`config.mk`:
```
export PLATFORM = sky130hd
export DESIGN_NAME = id_decode_pipe
export DESIGN_NICKNAME = d
export VERILOG_FILES = /design/src/rtl/id_decode_pipe.sv
export SDC_FILE = /design/constraint.sdc
export NUM_CORES = 1
export LEC_CHECK = 0
export CAP_MARGIN = 15
export CORE_MARGIN = 3
export CORE_UTILIZATION = 45
export CTS_CLUSTER_DIAMETER = 100
export CTS_CLUSTER_SIZE = 8
export DETAILED_ROUTE_END_ITERATION = 10
export GPL_TIMING_DRIVEN = 0
export PLACE_DENSITY = 0.85
export SYNTH_ARGS = -nofsm -noshare
export SYNTH_HDL_FRONTEND = slang
export SYNTH_SLANG_ARGS = --single-unit
```
`constraint.sdc`:
```
create_clock -name clk -period 6 [get_ports clk]
set_input_delay 1.2 -clock clk [delete_from_list [all_inputs] [get_ports clk]]
set_output_delay 1.2 -clock clk [all_outputs]
set_load 0.03 [all_outputs]
```
`src/rtl/id_decode_pipe.sv`:
```
// Pipelined instruction-decode stage: decodes, selects operands, resolves branches into an ID/EXE register.
// Optional macro ID_BRANCH_SQUASH_EN squashes the instruction after a taken branch (no delay slot).
module id_decode_pipe #(
  parameter int DATA_W = 32,
  parameter int PC_W   = 32,
  parameter int FUNC_W = 4
) (
  input  logic              clk,
  input  logic              reset,
  input  logic              in_valid,
  output logic              in_ready,
  input  logic [31:0]       instruction,
  input  logic [PC_W-1:0]   pc_in,
  input  logic [DATA_W-1:0] registerval1,
  input  logic [DATA_W-1:0] registerval2,
  input  logic              hazard_detected_in,
  input  logic              flush,
  input  logic              out_ready,
  output logic [4:0]        source1,
  output logic [4:0]        src2_reg_file,
  output logic              out_valid,
  output logic [FUNC_W-1:0] EXE_CMD,
  output logic [DATA_W-1:0] valuein1,
  output logic [DATA_W-1:0] valuein2,
  output logic [4:0]        src1_forw,
  output logic [4:0]        src2_forw,
  output logic [4:0]        dest,
  output logic              memory_read_enabled,
  output logic              memory_write_enabled,
  output logic              writeback_enabled,
  output logic [DATA_W-1:0] st_data,
  output logic              brTaken,
  output logic [PC_W-1:0]   br_target,
  output logic              illegal_op
);

  localparam logic [5:0] OP_NOP  = 6'd0;
  localparam logic [5:0] OP_ADDI = 6'd32;
  localparam logic [5:0] OP_LD   = 6'd36;
  localparam logic [5:0] OP_ST   = 6'd37;
  localparam logic [5:0] OP_BEZ  = 6'd40;
  localparam logic [5:0] OP_BNE  = 6'd41;
  localparam logic [5:0] OP_JMP  = 6'd42;

  logic [5:0]         op;
  logic signed [15:0] imm_s;
  logic signed [17:0] offset;
  logic [FUNC_W-1:0]  d_cmd;
  logic               d_is_imm, d_mr, d_mw, d_wb, d_taken, d_illegal, d_rd_src2;
  logic [DATA_W-1:0]  d_val2;
  logic [4:0]         d_src2_forw;
  logic [PC_W-1:0]    d_target;
  logic               slot_free, accept, load, squash;

  assign op       = instruction[31:26];
  assign imm_s    = $signed(instruction[15:0]);
  assign offset   = {imm_s, 2'b00};
  assign d_target = pc_in + PC_W'(offset);

  // NOTE: every decode output is defaulted before the case so no latch is inferred.
  always_comb begin
    d_cmd     = '0;
    d_is_imm  = 1'b0;
    d_mr      = 1'b0;
    d_mw      = 1'b0;
    d_wb      = 1'b0;
    d_taken   = 1'b0;
    d_illegal = 1'b0;
    d_rd_src2 = 1'b0;
    case (op) inside
      OP_NOP: ;
      [6'd1:6'd15]: begin d_cmd = FUNC_W'(op[3:0]); d_wb = 1'b1; end
      OP_ADDI: begin d_cmd = FUNC_W'(1); d_is_imm = 1'b1; d_wb = 1'b1; end
      OP_LD:   begin d_cmd = FUNC_W'(1); d_is_imm = 1'b1; d_mr = 1'b1; d_wb = 1'b1; end
      OP_ST:   begin d_cmd = FUNC_W'(1); d_is_imm = 1'b1; d_mw = 1'b1; d_rd_src2 = 1'b1; end
      OP_BEZ:  begin d_taken = (registerval1 == '0); d_rd_src2 = 1'b1; end
      OP_BNE:  begin d_taken = (registerval1 != registerval2); d_rd_src2 = 1'b1; end
      OP_JMP:  d_taken = 1'b1;
      default: d_illegal = 1'b1;
    endcase
  end

  assign source1       = instruction[20:16];
  assign src2_reg_file = d_rd_src2 ? instruction[25:21] : instruction[15:11];
  assign d_src2_forw   = d_is_imm ? 5'd0 : src2_reg_file;
  assign d_val2        = d_is_imm ? DATA_W'(imm_s) : registerval2;

  assign slot_free = !out_valid || out_ready;
  assign in_ready  = slot_free && !hazard_detected_in && !flush;
  assign accept    = in_valid && in_ready;
  assign load      = accept && !squash;

`ifdef ID_BRANCH_SQUASH_EN
  typedef enum logic {RUN, SQUASH} state_t;
  state_t state, state_n;

  always_ff @(posedge clk or posedge reset) begin
    if (reset) state <= RUN;
    else       state <= state_n;
  end

  // The instruction behind a taken branch is consumed but never reaches EXE.
  always_comb begin
    state_n = state;
    if (flush) state_n = RUN;
    else begin
      case (state)
        RUN:     if (load && d_taken) state_n = SQUASH;
        SQUASH:  if (accept) state_n = RUN;
        default: state_n = RUN;
      endcase
    end
  end

  assign squash = (state == SQUASH);
`else
  assign squash = 1'b0;
`endif

  // NOTE: sequential state uses non-blocking assignments only, so all registers update together.
  always_ff @(posedge clk or posedge reset) begin
    if (reset) begin
      out_valid            <= 1'b0;
      EXE_CMD              <= '0;
      valuein1             <= '0;
      valuein2             <= '0;
      src1_forw            <= '0;
      src2_forw            <= '0;
      dest                 <= '0;
      memory_read_enabled  <= 1'b0;
      memory_write_enabled <= 1'b0;
      writeback_enabled    <= 1'b0;
      st_data              <= '0;
      brTaken              <= 1'b0;
      br_target            <= '0;
      illegal_op           <= 1'b0;
    end else if (load) begin
      out_valid            <= 1'b1;
      EXE_CMD              <= d_cmd;
      valuein1             <= registerval1;
      valuein2             <= d_val2;
      src1_forw            <= source1;
      src2_forw            <= d_src2_forw;
      dest                 <= instruction[25:21];
      memory_read_enabled  <= d_mr;
      memory_write_enabled <= d_mw;
      writeback_enabled    <= d_wb;
      st_data              <= registerval2;
      brTaken              <= d_taken;
      br_target            <= d_target;
      illegal_op           <= d_illegal;
    end else if (flush || slot_free) begin
      // Bubble: side-effecting controls are cleared along with out_valid.
      out_valid            <= 1'b0;
      memory_read_enabled  <= 1'b0;
      memory_write_enabled <= 1'b0;
      writeback_enabled    <= 1'b0;
      brTaken              <= 1'b0;
      illegal_op           <= 1'b0;
    end
  end

endmodule

```
### Yosys cells after proc, flatten, opt, wreduce, memory -nomap -nowiden

Cells that the tools add are included.

| word-level totals | value |
|---|---|
| bits in registers | 153 |

| operators by class | value |
|---|---|
| reductions and logical operators | 12 |
| equal/unequal tests | 7 |
| add/subtract/negate cells | 1 |
| muxes and demuxes | 54 |
| order comparisons | 2 |

Operators by type and width:

| kind | number |
|---|---|
| $mux W1 | 47 |
| $eq A6 B6 Y1 const B | 6 |
| $add A32 B32 Y32 | 1 |
| $logic_not A32 Y1 | 1 |
| $mux W32 | 1 |
| $ne A32 B32 Y1 | 1 |
| $mux W4 | 4 |
| $mux W5 | 2 |
| $ge A6 B1 Y1 const B | 1 |
| $le A6 B4 Y1 const B | 1 |
| $logic_not A6 Y1 | 1 |
| $logic_and A1 B1 Y1 | 4 |
| $logic_not A1 Y1 | 3 |
| $logic_or A1 B1 Y1 | 2 |
| $reduce_bool A2 Y1 | 1 |

### Longest topological paths before layout

| depth | value |
|---|---|
| depth in word-level cells | 10 |
| depth in mapped cells | 10 |
| gate-level depth less buffers | 10 |

### Worst setup path after synthesis

Ideal clock, no wire load.

| timing | value |
|---|---|
| path kind | in2out |
| start point | input port instruction[30] |
| end point | output port src2_reg_file[0] |
| stages on the path | 4 |
| data arrival time | 2367 ps |
| setup slack | 2433 ps |
| required time | 4800 ps |
| path through | nand2b_1 -> or2_2 -> nor2_1 -> mux2_2 |

| between the ends | value |
|---|---|
| word-level cells in the longest chain between the ends | 9 |
| elaborated cells on any way between the ends | 17 |

Ends and longest elaborated chain:

| what | RTL line | RTL |
|---|---|---|
| start, declared | 12 | `input logic [31:0] instruction,` |
| $eq A6 B6 Y1 (no line) | n/a |  |
| $mux W1 (6 in series) | 70 | `case (op) inside` |
| $mux W1 (*) | 70 |  |
| $mux W5 (*) | 84 | `assign src2_reg_file = d_rd_src2 ? instruction[25:21] : instruction[15:11];` |
| end, declared | 20 | `output logic [4:0] src2_reg_file,` |

Every way passes the cells marked *; elsewhere a longest branch is shown, timed or not.

### Worst setup path in the final report

| timing | value |
|---|---|
| start point | input port instruction[29] |
| end point | output port src2_reg_file[0] |

Same word-level chain as after synthesis.

==> impl_metrics.tcl <==
set metrics [dict create \
    status "complete, no violations" \
    dp_slack_ns 1.16 \
    tns_ns 0 \
    startpoint_type "input pin" \
    ir_drop_mv 0.201 \
    antenna_found_initial 1 \
    cts_buffer_depth 2 \
    worstSetupPathType "input pin to output port" \
    r2r_cells 8 \
    boundaryPins 298 \
    worstReg2RegEnd "st_data[27]" \
    crit_family "buffers and inverters" \
    max_freq_mhz 205 \
    hold_depth 2 \
    worstSetupPathDepth 6 \
    place_inst 1451 \
    postSynthCellCount 928 \
    synthFlopType "dfrtp_1" \
    r2r-start "out_valid" \
    die_h_um 140 \
    period_needed_ns 4.88 \
    finalCritPeriodShare 0.814 \
    slew_headroom 0.510 \
    gp_congestion 0.944 \
    die_x_um 140 \
    cts_resized 0 \
    hold_path_class "flip-flop to flip-flop" \
    grt_max_degree 95 \
    root_buffer "clkbuf_16" \
    path_cells "clkdlybuf4s50_1, nor2b_1, nor2_1, nor2_1, mux2_2, clkdlybuf4s50_1" \
    final_common_cell "nand2_1" \
    hold_ws_ns 0.476 \
    cp.required_ns 4.80 \
    path_buf_inv 2 \
    slowest_stage "clkdlybuf4s50_1" \
    instances_no_fill 1483 \
    slew_viol_final 0 \
    min_to "valuein1[10]" \
    coreArea_um2 17400 \
    postRouteAntennaNets 0 \
    drt_iter0_drc 451 \
    hp-start "valuein1[10]" \
    powerDensity_nw_per_um2 315 \
    postCtsHoldBufs 0 \
    numCtsBuffers 17 \
    pwr-share-clk 0.279 \
    ys_types 54 \
    wl_per_cell_um 19.7 \
    vias 8163 \
    critPathMaxStageDelay_ns 0.60 \
    path_max_fanout 6 \
    dieArea_um2 19600 \
    yosysSeqAreaShare 0.474 \
    setup_viol 0 \
    async_flop_share 1.00 \
    drt_wl_total_mm 29.2 \
    final_hold_viol_count 0 \
    dp_hpwl_mm 22.8 \
    crit_arrival_ns 3.68 \
    postCtsSetupBuffers 0 \
    rrSetupSlack_ns 3.55 \
    layout-drive-gt1-share 0.0564 \
    power_frac_seq 0.353 \
    row_count 48 \
    max-cap-violations 0 \
    postSynthAreaPerCell_um2 8.70 \
    insertion_delay_ns 0.42 \
    vias_per_cell 5.50 \
    drcViolationCount 0 \
    p_int_mw 2.39 \
    num_antenna_cells 0 \
    syn_nets 1092 \
    grt_overflow 0 \
    final_nets 1409 \
    p_leak_nw 5.51 \
    clock-skew-final_ns 0.00667 \
    syn-cell-area_um2 8080 \
    synth_edf_count 0 \
    grt_pass1_vias 8128 \
    pwr-share-comb 0.368 \
    cp-end-kind "output port" \
    path_clk_slew_ns 0.06 \
    ys_seq_elements 153 \
    placed_area_um2 11400 \
    fin_area_um2 11900 \
    grt_pass1_wl_mm 45.6 \
    htreeDepth 4 \
    fin_ws_ns 1.12 \
    start_util 0.464 \
    grt_usage 0.296 \
    swShare 0.366 \
    power_switching_mw 1.38 \
    clock-sinks 153 \
    drt_first_pass_iters 5 \
    power.total_mw 3.76 \
    cts_tree "yes" \
    portBuffers 297 \
    syn2layout_area_growth_pct 47.8 \
    tightest_slew_ns 0.733 \
    yosys_warnings 0 \
    rsz0062_at_grt "no" \
    final_cell_mix "nand2_1, clkdlybuf4s50_1, dfrtp_1" \
    fin_util 0.685 \
]
-- power by group through the flow --
| stage | Combinational [mW] | Clock, mW | Sequential [mW] |
|---|---|---|---|
| finish | 1.38 | 1.05 | 1.33 |
| global route | 1.47 | 1.10 | 1.35 |
| CTS | 1.39 | 1.06 | 1.33 |
| detailed placement | 1.38 | 0 | 1.34 |
| global placement | 1.35 | 0 | 1.34 |
| floorplan | 0.360 | 0 | 1.71 |
-- worst max-delay path by stage --
stage | slack (ns) | end | startpoint
4_1_cts | 1.14 | src2_reg_file[0] | instruction[29]
6_report | 1.12 | src2_reg_file[0] | instruction[29]
5_1_grt | 1.02 | src2_reg_file[4] | instruction[29]
2_1_floorplan | 0.68 | EXE_CMD[0] | reset
3_5_place_dp | 1.16 | src2_reg_file[0] | instruction[29]
3_3_place_gp | -1.51 | st_data[7] | reset
-- layout make-up --
cell class                 count  area (um^2)
tap                          225          282
clock inverter                12          115
timing repair buffer         298         3000
buffer                        51          293
inverter                       8         35.0
clock buffer                  20          457
fill                        1357         5480
multi-input combinational    716         3930
sequential                   153         3830
-- routing by layer --
metal	share of wire	global-route usage	wire, um
met5	0.00031	0	9
met4	0.050	0.136	1470
met3	0.078	0.0649	2290
met2	0.47	0.477	13800
met1	0.40	0.383	11600
-- tightest hold or removal path, stage by stage (launching register included) --
cell and delay (ns):
dfrtp_1 0.34, nand2_1 0.05, nand2_1 0.06
-- cells by family after synthesis --
group	after synthesis	share of synthesized area
compound gates	177	0.129
xor+xnor	56	0.0607
fa+ha+maj	30	0.0474
buf+inv	59	0.0400
flops	153	0.474
mux	21	0.0266
simple gates	432	0.222
-- sequential cells by signal (all words and copies together) (netlist names), 4 cells and up --
signal,count
src2_forw,5
valuein2,32
valuein1,32
EXE_CMD,4
src1_forw,5
st_data,32
br_target,32
dest,5
-- synth_stat cells, types with 6 or more instances --
master    instances  area, um^2
a21o_1           12        90.1
o21ai_1           8        40.0
dfrtp_1         153        3830
a21oi_1          43         215
xor2_1           36         315
o21ai_0          78         390
clkbuf_1         32         120
nand2_1         338        1270
nor2b_1           7        43.8
nor4_1           16         100
nand4_1          10        62.6
a31oi_1           6        37.5
inv_1             8        30.0
xnor2_1          20         175
mux2i_1          17         170
clkbuf_8          6        82.6
ha_1             29         363
nor3_1            8        40.0
nor2_1           19        71.3
nand3_1          15        75.1
Note: power is estimated with default switching activity, not from simulation.
